<file path="config.mk">
export PLATFORM = sky130hd
export DESIGN_NAME = sr_latch_driver_flat
export DESIGN_NICKNAME = d
export VERILOG_FILES = /design/src/rtl/sr_latch_driver_pkg.sv /design/src/rtl/sr_latch_driver_if.sv /design/src/rtl/sr_latch_driver_cycle_timer.sv /design/src/rtl/sr_latch_driver.sv /design/src/flat_wrapper.sv
export SDC_FILE = /design/constraint.sdc
export NUM_CORES = 1
export LEC_CHECK = 0
export CAP_MARGIN = 20
export CORE_ASPECT_RATIO = 1.5
export CORE_MARGIN = 4
export CORE_UTILIZATION = 47
export DETAILED_ROUTE_END_ITERATION = 16
export PLACE_DENSITY_LB_ADDON = 0.05
export REMOVE_ABC_BUFFERS = 1
export SLEW_MARGIN = 40
export SYNTH_ARGS = -nofsm -noshare
export SYNTH_HDL_FRONTEND = slang
export SYNTH_SLANG_ARGS = --single-unit
export TNS_END_PERCENT = 30
</file>
<file path="constraint.sdc">
create_clock -name clk -period 4 [get_ports clk]
set_input_delay 1.2 -clock clk [delete_from_list [all_inputs] [get_ports clk]]
set_output_delay 1.2 -clock clk [all_outputs]
set_load 0.02 [all_outputs]
</file>
<file path="src/rtl/sr_latch_driver_pkg.sv">
// Shared state type, default timing constants and width helpers for the SR latch driver.
`timescale 1ns/1ps
package sr_drv_pkg;

    typedef enum logic [1:0] {IDLE, PULSE, GAP, CHECK} sr_state_t;

    localparam int unsigned SR_PULSE_CYCLES_DEF = 4;
    localparam int unsigned SR_GAP_CYCLES_DEF   = 2;

    function automatic int unsigned sr_max(input int unsigned a, input int unsigned b);
        return (a > b) ? a : b;
    endfunction

    // Width of the shared phase counter; never narrower than one bit.
    function automatic int unsigned sr_cnt_w(input int unsigned p, input int unsigned g);
        int unsigned w;
        w = $clog2(sr_max(p, g) + 1);
        return (w < 1) ? 1 : w;
    endfunction

endpackage

</file>
<file path="src/rtl/sr_latch_driver_if.sv">
// Request/response handshake between control logic and the SR latch driver.
`timescale 1ns/1ps
interface sr_latch_driver_if #(
    parameter int unsigned IDX_W = 3
);

    logic             req_valid;
    logic             req_ready;
    logic             req_clr;
    logic [IDX_W-1:0] req_idx;
    logic             req_val;
    logic             done;
    logic             err;

    modport master (
        output req_valid, req_clr, req_idx, req_val,
        input  req_ready, done, err
    );

    modport slave (
        input  req_valid, req_clr, req_idx, req_val,
        output req_ready, done, err
    );

endinterface

</file>
<file path="src/rtl/sr_latch_driver_cycle_timer.sv">
// Loadable down-counter; o_expire marks the last cycle of a loaded interval.
`timescale 1ns/1ps
module cycle_timer #(
    parameter int unsigned W = 3
) (
    input  logic         clk,
    input  logic         rst_n,
    input  logic         i_load,
    input  logic [W-1:0] i_load_val,
    output logic         o_expire
);

    logic [W-1:0] r_count;

    always_ff @(posedge clk or negedge rst_n) begin
        if (!rst_n) begin
            r_count <= '0;
        end else if (i_load) begin
            r_count <= i_load_val;
        end else if (r_count != '0) begin
            r_count <= r_count - 1'b1;
        end
    end

    assign o_expire = (r_count == W'(1));

endmodule

</file>
<file path="src/rtl/sr_latch_driver.sv">
// Timed, mutually exclusive s/r pulse driver for a bank of N SR latches.
// Optional macro SR_VERIFY_EN enables q_in read-back checking in the CHECK state.
`timescale 1ns/1ps
module sr_latch_driver
    import sr_drv_pkg::*;
#(
    parameter int unsigned N            = 8,
    parameter int unsigned PULSE_CYCLES = SR_PULSE_CYCLES_DEF,
    parameter int unsigned GAP_CYCLES   = SR_GAP_CYCLES_DEF,
    parameter int unsigned IDX_W        = (N > 1) ? $clog2(N) : 1
) (
    input  logic             clk,
    input  logic             rst_n,
    sr_latch_driver_if.slave bus,
    output logic [N-1:0]     s,
    output logic [N-1:0]     r,
    input  logic [N-1:0]     q_in
);

    localparam int unsigned    CW   = sr_cnt_w(PULSE_CYCLES, GAP_CYCLES);
    localparam logic [IDX_W:0] LP_N = (IDX_W + 1)'(N);

    sr_state_t        r_state, w_state_nxt;
    logic             r_clr, r_val, r_oor;
    logic [IDX_W-1:0] r_idx;
    logic [N-1:0]     r_s, r_r, w_s_nxt, w_r_nxt;
    logic             w_accept, w_req_oor, w_load, w_expire, w_mismatch;
    logic [CW-1:0]    w_load_val;

    assign w_accept  = bus.req_valid && (r_state == IDLE);
    assign w_req_oor = ({1'b0, bus.req_idx} >= LP_N);

    cycle_timer #(.W(CW)) u_timer (
        .clk        (clk),
        .rst_n      (rst_n),
        .i_load     (w_load),
        .i_load_val (w_load_val),
        .o_expire   (w_expire)
    );

    always_comb begin
        w_state_nxt = r_state;
        w_load      = 1'b0;
        w_load_val  = CW'(PULSE_CYCLES);
        unique case (r_state)
            IDLE: begin
                if (w_accept) begin
                    if (w_req_oor) begin
                        w_state_nxt = CHECK;
                    end else begin
                        w_state_nxt = PULSE;
                        w_load      = 1'b1;
                    end
                end
            end
            PULSE: begin
                if (w_expire) begin
                    if (GAP_CYCLES == 0) begin
                        w_state_nxt = CHECK;
                    end else begin
                        w_state_nxt = GAP;
                        w_load      = 1'b1;
                        w_load_val  = CW'(GAP_CYCLES);
                    end
                end
            end
            GAP: begin
                if (w_expire) w_state_nxt = CHECK;
            end
            CHECK: w_state_nxt = IDLE;
            default: w_state_nxt = IDLE;
        endcase
    end

    // Pattern is built from the live request at acceptance so s/r rise in the
    // first PULSE cycle, then held while PULSE continues; any other state forces zero.
    always_comb begin
        w_s_nxt = '0;
        w_r_nxt = '0;
        if (w_accept && !w_req_oor) begin
            if (bus.req_clr) begin
                w_r_nxt = '1;
            end else if (bus.req_val) begin
                w_s_nxt[bus.req_idx] = 1'b1;
            end else begin
                w_r_nxt[bus.req_idx] = 1'b1;
            end
        end else if ((r_state == PULSE) && (w_state_nxt == PULSE)) begin
            w_s_nxt = r_s;
            w_r_nxt = r_r;
        end
    end

    always_ff @(posedge clk or negedge rst_n) begin
        if (!rst_n) begin
            r_state <= IDLE;
            r_s     <= '0;
            r_r     <= '0;
            r_clr   <= 1'b0;
            r_val   <= 1'b0;
            r_idx   <= '0;
            r_oor   <= 1'b0;
        end else begin
            r_state <= w_state_nxt;
            r_s     <= w_s_nxt;
            r_r     <= w_r_nxt;
            if (w_accept) begin
                r_clr <= bus.req_clr;
                r_val <= bus.req_val;
                r_idx <= bus.req_idx;
                r_oor <= w_req_oor;
            end
        end
    end

`ifdef SR_VERIFY_EN
    always_comb begin
        w_mismatch = 1'b0;
        if (!r_oor) begin
            if (r_clr) begin
                w_mismatch = (q_in != '0);
            end else begin
                w_mismatch = (q_in[r_idx] != r_val);
            end
        end
    end
`else
    logic w_unused_q;
    assign w_unused_q = ^{q_in, r_clr, r_val, r_idx};
    assign w_mismatch = 1'b0;
`endif

    assign bus.req_ready = (r_state == IDLE);
    assign bus.done      = (r_state == CHECK);
    assign bus.err       = (r_state == CHECK) && (r_oor || w_mismatch);
    assign s             = r_s;
    assign r             = r_r;

endmodule
</file>
<file path="src/flat_wrapper.sv">
// flat-port wrapper written by rule: the top's interface ports become plain ports
module sr_latch_driver_flat import sr_drv_pkg::*;
#(
    parameter int unsigned N            = 8,
    parameter int unsigned PULSE_CYCLES = SR_PULSE_CYCLES_DEF,
    parameter int unsigned GAP_CYCLES   = SR_GAP_CYCLES_DEF,
    parameter int unsigned IDX_W        = (N > 1) ? $clog2(N) : 1
)
  (clk, rst_n, s, r, q_in, bus_req_valid, bus_req_clr, bus_req_idx, bus_req_val, bus_req_ready, bus_done, bus_err);
  sr_latch_driver_if #(.IDX_W(IDX_W)) bus_i ();
  input  logic clk;
  input  logic rst_n;
  output logic [N-1:0] s;
  output logic [N-1:0] r;
  input  logic [N-1:0] q_in;
  input wire logic [$bits(bus_i.req_valid)-1:0] bus_req_valid;
  input wire logic [$bits(bus_i.req_clr)-1:0] bus_req_clr;
  input wire logic [$bits(bus_i.req_idx)-1:0] bus_req_idx;
  input wire logic [$bits(bus_i.req_val)-1:0] bus_req_val;
  output wire logic [$bits(bus_i.req_ready)-1:0] bus_req_ready;
  output wire logic [$bits(bus_i.done)-1:0] bus_done;
  output wire logic [$bits(bus_i.err)-1:0] bus_err;
  assign bus_i.req_valid = bus_req_valid;
  assign bus_i.req_clr = bus_req_clr;
  assign bus_i.req_idx = bus_req_idx;
  assign bus_i.req_val = bus_req_val;
  assign bus_req_ready = bus_i.req_ready;
  assign bus_done = bus_i.done;
  assign bus_err = bus_i.err;
  sr_latch_driver #(.N(N), .PULSE_CYCLES(PULSE_CYCLES), .GAP_CYCLES(GAP_CYCLES), .IDX_W(IDX_W)) u_core (.clk(clk), .rst_n(rst_n), .bus(bus_i), .s(s), .r(r), .q_in(q_in));
endmodule
</file>
==> flow_summary.ini, run 1 <==
[min_path]
hold_path_depth = 1
min_to = u_core.r[4]
holdCritStartpoint = u_core.r[4]
min_path_type = register to register

[drt]
wire_per_inst_um = 15.1
antenna_left = 0
drt_iter0_drc = 19
vias = 704
drc_errors = 0
dr.pass1.iters = 3
vias_per_cell = 5.42
routed_wl_um = 1970

[global_route]
grt-ovfl-total = 0
grt_max_degree = 22
first_global_vias = 758
grt_pass1_wl_um = 3460
grt.total_usage_pct = 15.6
antenna_found_initial = 0

[cts]
cts_tree = yes
postCtsHoldBufs = 0
cts.sinks = 21
cts_buffer_depth = 2
cts-root-buf = clkbuf_4
post_cts_resized = 0
worstSkewPairLatency_ns = 0.29
postCtsSetupRepairBufs = 0
cts_buffers = 3
htree_levels = 1
clkSlewWorstSetupHoldPaths_ns = 0.11

[floorplan]
fp.dieW_um = 45.5
initial_core_util_pct = 48.9
die_height_um = 64.2
core_region_area_um2 = 2030
die-area_um2 = 2920
io_pins = 35
num_rows = 20

[sta]
layout_min_cycle_time_ns = 2.77
setup_tns_ns = 0
rsz0062_at_grt = false
tightestPinTransition_ns = 0.619
finalMaxSlewViolations = 0
hold_viol_final = 0
fin_skew_ns = 0.00348
timing.hold.ws_ns = 0.506
post-route-period-util_pct = 69.3
finalSetupViolCount = 0
fmax_mhz = 361
slew_headroom_pct = 58.7

[critical_path]
endpoint_kind = primary output
startpoint_type = register
r2r_cells = 4
crit_required_ns = 2.80
cpPeakStageDelay_ns = 0.59
crit_chain = and2_1, clkdlybuf4s50_1
crit_fanout = 7
reg2reg_from = u_core.u_timer.r_count[0]
critPathKind = register to primary output
r2r-end = u_core.s[3]
r2r_slack_ns = 2.34
slowest_stage = clkdlybuf4s50_1
cp.arrival_ns = 1.57

[layout]
drive_gt1_share_pct = 11.1
stdcell_count = 130
final_cell_mix = 24 x clkdlybuf4s50_1, 21 x dfrtp_1, 8 x o2bb2ai_1, 6 x a22o_1, 6 x a21oi_1
diodes = 0
fin_nets = 128
design_area_um2 = 1270
layout_commonest_cell = clkdlybuf4s50_1
area_growth_pct = 27.9

[placed_design]
dpl_cell_area_um2 = 1240
placedCellCount = 126
gp_congestion = 0.784
io_buffers = 25
post-dp-hpwl_um = 1470

[synth]
yosys.area.top_type = dfrtp_1
synth_cell_type_count = 32
syn_area_um2 = 991
ys_ff_latch = 21
syn_area_per_cell_um2 = 11.9
seq_area_frac_synth_pct = 53.0
synthCells = 83
synth_top_cell_area_share_pct = 53.0
ys_top_cells_by_area = dfrtp_1 53%, o2bb2ai_1 7.1%, a22o_1 5.3%
ys_warn_count = 0

[pwr]
leakagePower_nw = 0.564
peakVddDrop_mv = 0.349
powerDensity_nw_per_um2 = 656

[flow_run]
cap_violations = 0

[outcome]
status = completed
cell type report:
type / count / area, um^2
fill: 183 / 759
clock buffer: 4 / 26.3
multi-input combinational: 54 / 428
sequential: 21 / 526
tap: 22 / 27.5
timing repair buffer: 25 / 245
inverter: 4 / 15.0
routing by layer:
metal	share of wire (%)	track usage, %	wire length, um	up-vias
li1	-	-	-	351
met1	44	19.3	862	333
met2	51	25.2	1010	16
met3	3.0	2.54	59	4
met4	1.8	7.33	35	0
met5	0	0	0	-
state kept, by name, summed over array words and instances (netlist names):
signal                  cells
u_core.u_timer.r_count      3
u_core.r                    8
u_core.s                    8
u_core.r_state              2
worst max path at each step:
stage                           start     endpoint  slack (ns)  cells after the start
floorplan               bus_req_valid  u_core.s[6]        1.95                      3
finish              u_core.r_state[1]     bus_done        1.23                      2
CTS                 u_core.r_state[1]     bus_done        1.21                      2
detailed placement      bus_req_valid  u_core.r[2]        1.34                      4
global route        u_core.r_state[1]     bus_done        1.14                      2
global placement        bus_req_valid  u_core.s[7]        1.35                      4
synth_stat cells (all sizes together):
library cell and number:
dfrtp 21, a21oi 6, a32o 2, nand2b 1
buf 4, mux2 2, and3 1, and2 1
ha 3, nand3 1, nor3b 2, a211oi 1
a31oi 2, nor2 4, xnor2 1, o21ai 2
or3b 1, inv 4, nor3 3, nand2 1
conb 1, a22o 6, o2bb2ai 8, nor2b 4
a21o 1
where the power goes:
| part | internal (W) | leakage (nW) | switching [W] |
|---|---|---|---|
| Sequential | 0.000277 | 0.279 | 0.0000535 |
| Clock | 0.0000387 | 0.0150 | 0.0000594 |
| Combinational | 0.000193 | 0.271 | 0.000210 |
| Total | 0.000509 | 0.564 | 0.000323 |
metrics by stage:
stage	worst slack (ns)	util (%)	power (W)
6_report	1.23	62.5	0.000832
5_1_grt	1.14	62.5	0.000899
4_1_cts	1.21	62.5	0.000845
3_5_place_dp	1.34	61.2	0.000742
3_3_place_gp	1.35	61.2	0.000723
2_1_floorplan	1.95	-	0.000573
worst max-delay path: cells and delay by family (launching register included):
family	cells	cell delay, ns
buf+inv	1	0.59
flops	1	0.52
simple gates	1	0.17
kinds of logic after synthesis:
group	Yosys count	synth area share (%)
AO/OA/AOI/OAI	28	21.5
flip-flops	21	53.0
AND/OR/NAND/NOR	19	13.8
buffers and inverters	8	4.42
adder cells (fa/ha/maj)	3	3.79
multiplexers	2	2.27
other	1	0.378
XOR/XNOR	1	0.884
No activity file was read; power rests on OpenSTA's default activity.
==> inputs of run 2 (changes only) <==
Settings changed: CORE_UTILIZATION 47 to 43.
Clock period 4 ns to 2.7 ns, I/O delays scaled along.
==> flow_summary.ini, run 2 (synthesis gave the netlist of run 1 again) <==
[outcome]
status = completed

[cts]
cts.sinks = 21
cts-root-buf = clkbuf_4
cts_buffer_depth = 2
htree_levels = 1
post_cts_resized = 0
postCtsSetupRepairBufs = 0
cts_tree = yes
worstSkewPairLatency_ns = 0.30
clkSlewWorstSetupHoldPaths_ns = 0.11
postCtsHoldBufs = 0
cts_buffers = 3

[global_route]
grt_pass1_wl_um = 3460
first_global_vias = 803
grt.total_usage_pct = 15.5
grt_max_degree = 22
grt-ovfl-total = 0
antenna_found_initial = 0

[sta]
finalMaxSlewViolations = 0
layout_min_cycle_time_ns = 2.37
worst_slack_ns = 0.332
setup_tns_ns = 0
fmax_mhz = 422
hold_viol_final = 0
post-route-period-util_pct = 87.7
rsz0062_at_grt = false
fin_skew_ns = 0.00422
finalSetupViolCount = 0

[drt]
dr.pass1.iters = 4
antenna_left = 0
routed_wl_um = 2040
wire_per_inst_um = 15.2
drc_errors = 0
drt_iter0_drc = 21
vias_per_cell = 5.46
vias = 731

[critical_path]
startpoint_type = register
crit_required_ns = 1.89
r2r-end = u_core.s[2]
r2r_cells = 6
worstSetupStartpoint = u_core.r_state[1]
crit_fanout = 7
r2r_slack_ns = 1.15
cp.arrival_ns = 1.56
critPathKind = register to primary output
endpoint_kind = primary output
reg2reg_from = u_core.u_timer.r_count[1]

[floorplan]
fp.dieW_um = 47.2
core_region_area_um2 = 2210
num_rows = 21
initial_core_util_pct = 44.9
die_height_um = 66.8
die-area_um2 = 3150
io_pins = 35

[layout]
final_cell_mix = 25 x clkdlybuf4s50_1, 21 x dfrtp_1, 8 x o2bb2ai_1, 6 x a22o_1, 6 x a21oi_1
drive_gt1_share_pct = 12.6
layout_commonest_cell = clkdlybuf4s50_1
fin_nets = 131
diodes = 0
area_growth_pct = 30.2

[min_path]
min_to = u_core.r[4]
hold_path_depth = 1
min_path_type = register to register
holdCritStartpoint = u_core.r[4]

[placed_design]
post-dp-hpwl_um = 1510
io_buffers = 25
gp_congestion = 0.755
place_ws_ns = 0.442

[pwr]
p_sw_w = 0.000481
powerDensity_nw_per_um2 = 965
comb_power_share_pct = 49.0
internal_power_w = 0.000764
power_frac_seq_pct = 39.2
clockPowerShare_pct = 11.8
peakVddDrop_mv = 0.432
p_sw_share_pct = 38.7
leakagePower_nw = 0.576

[flow_run]
cap_violations = 0
## run 2: changes by cell type in the layout (fill, tap and decap cells not counted)
cell / before / now
buf_2: 1 / 0
nor3b_2: 0 / 1
clkdlybuf4s50_1: 24 / 25
buf_4: 0 / 3
nor3b_4: 1 / 0
## run 2: per-stage QoR
step	cells	total power, W	instance area [um^2]	hold WS [ns]	util, %
detailed placement	130	0.00111	1260	0.472	57.3
floorplan	79	0.000849	962	0.514	-
CTS	134	0.00126	1290	0.505	58.4
global route	134	0.00134	1290	0.532	58.4
finish	134	0.00125	1290	0.501	58.4
global placement	130	0.00109	1260	0.477	57.3
## run 2: layer usage
layer  vias up  share of wire, %  GRT usage (%)
li1        358                 -              -
met1       355                43           18.5
met2        16                53           25.9
met3         2               3.4           2.43
met4         0              0.78           7.27
met5         -                 0              0
## run 2: power groups by stage
stage | combinational (W) | clock [W] | sequential, W
floorplan | 0.000294 | 0 | 0.000554
global placement | 0.000602 | 0 | 0.000489
detailed placement | 0.000617 | 0 | 0.000492
CTS | 0.000622 | 0.000151 | 0.000489
global route | 0.000671 | 0.000164 | 0.000503
finish | 0.000610 | 0.000147 | 0.000488
## run 2: cell type report
cell class	count	area, um^2
clock buffers	4	26.3
fillers	208	917
inverters	4	15.0
multi-input cells	54	422
flip-flops and latches	21	526
well taps	23	28.8
repair buffers	28	273
## run 2: critical path, cell delays in order, from the launching register on
cell             delay, ns
dfrtp_1               0.50
and2_1                0.17
clkdlybuf4s50_1       0.60
## run 2: how the worst max path moves through the flow
stage | cells after the start | slack (ns) | endpoint
finish | 2 | 0.33 | bus_done
floorplan | 3 | 1.04 | u_core.s[6]
global route | 2 | 0.25 | bus_done
detailed placement | 4 | 0.44 | u_core.s[7]
global placement | 4 | 0.45 | u_core.s[7]
CTS | 2 | 0.32 | bus_done
==> inputs of run 3 (changes only) <==
Settings changed: CORE_ASPECT_RATIO 1.5 to default, CORE_UTILIZATION 43 to 55, DONT_BUFFER_PORTS from default to 1.
==> flow_summary.ini, run 3 (synthesis gave the netlist of run 1 again) <==
[outcome]
status = completed

[cts]
clkSlewWorstSetupHoldPaths_ns = 0.12
cts.sinks = 21
cts-root-buf = clkbuf_4
postCtsSetupRepairBufs = 0
worstSkewPairLatency_ns = 0.30
htree_levels = 1
cts_buffers = 3
post_cts_resized = 0
cts_buffer_depth = 2
cts_tree = yes
postCtsHoldBufs = 0

[critical_path]
startpoint_type = register
critPathKind = register to primary output
endpoint_kind = primary output
cp_top_family = flip-flops
cpPeakStageDelay_ns = 0.47
crit_fanout = 7
crit_chain = nor2_1
path_buf_inv = 0
slowest_stage = dfrtp_1
crit_required_ns = 1.89
cp.arrival_ns = 1.11

[placed_design]
dpl_cell_area_um2 = 1000
gp_congestion = 0.675
post-dp-hpwl_um = 1210
io_buffers = 0

[flow_run]
cap_violations = 0

[sta]
fin_skew_ns = 0.00561
layout_min_cycle_time_ns = 1.92
rsz0062_at_grt = false
fmax_mhz = 522
setup_tns_ns = 0
finalSetupViolCount = 0
hold_viol_final = 0
finalMaxSlewViolations = 0
post-route-period-util_pct = 71.0

[global_route]
grt.total_usage_pct = 14.6
grt_pass1_wl_um = 2840
grt-ovfl-total = 0
grt_max_degree = 22
first_global_vias = 597
antenna_found_initial = 0

[layout]
seq_area_um2 = 526
drive_gt1_share_pct = 15.5
design_area_um2 = 1030
diodes = 0
fin_nets = 104
final_cell_mix = 21 x dfrtp_1, 8 x o2bb2ai_1, 6 x a22o_1, 6 x a21oi_1
area_growth_pct = 3.79
layout_commonest_cell = dfrtp_1
nFillCells = 145
multiInputGateArea_um2 = 422

[min_path]
min_path_type = input pin to async pin

[drt]
routed_wl_um = 1620
route.met3.wl_um = 111
drt_iter0_drc = 4
dr.pass1.iters = 4
vias = 602
wl_met2_um = 702
antenna_left = 0
vias_per_cell = 5.52
wire_per_inst_um = 14.8
met1_length_um = 791
drc_errors = 0
routed.top_layer = met4

[floorplan]
core_region_area_um2 = 1710
num_rows = 15
fp.dieW_um = 50.4
die-area_um2 = 2540
io_pins = 35
die_height_um = 50.4
initial_core_util_pct = 58.0

[pwr]
leakagePower_nw = 0.480
peakVddDrop_mv = 0.560
powerDensity_nw_per_um2 = 1040
power.total_w = 0.00107
-- run 3: per-stage QoR --
step | util [%] | setup slack, ns | std cells | hold WS (ns)
floorplan | - | 1.04 | 79 | 0.514
global placement | 58.6 | 0.974 | 105 | 0.515
detailed placement | 58.6 | 0.959 | 105 | 0.515
CTS | 60.2 | 0.768 | 109 | 0.182
global route | 60.2 | 0.720 | 109 | 0.167
finish | 60.2 | 0.784 | 109 | 0.186
-- run 3: final timing paths --
kind,from,to,slack (ns),depth (start not counted)
min in group clk,u_core.r_state[0],u_core.r_state[0],0.62,1
max reg2reg,u_core.u_timer.r_count[1],u_core.s[3],1.20,6
min,rst_n,u_core.s[4],0.19,0
max,u_core.r_state[1],bus_req_ready,0.78,1
max in group asynchronous,rst_n,u_core.r[2],2.44,0
min reg2reg,u_core.r_state[0],u_core.r_state[0],0.62,1
-- run 3: cell type report --
cell class,count,area share (%)
well taps,25,3.04
inverters,4,1.46
multi-input cells,54,41.0
flip-flops and latches,21,51.1
clock inverters,1,0.487
clock buffers,3,2.19
repair buffers,1,0.730
-- run 3: report_power, final --
part           leakage [nW]  switching, W  internal (W)
Combinational         0.183      0.000192      0.000165
Clock                0.0177     0.0000922     0.0000552
Sequential            0.279      0.000155      0.000411
-- run 3: layer usage --
layer / up-vias / GRT usage, %
li1: 308 / -
met1: 274 / 20.8
met2: 18 / 20.7
met3: 2 / 4.75
met4: 0 / 5.38
met5: - / 0
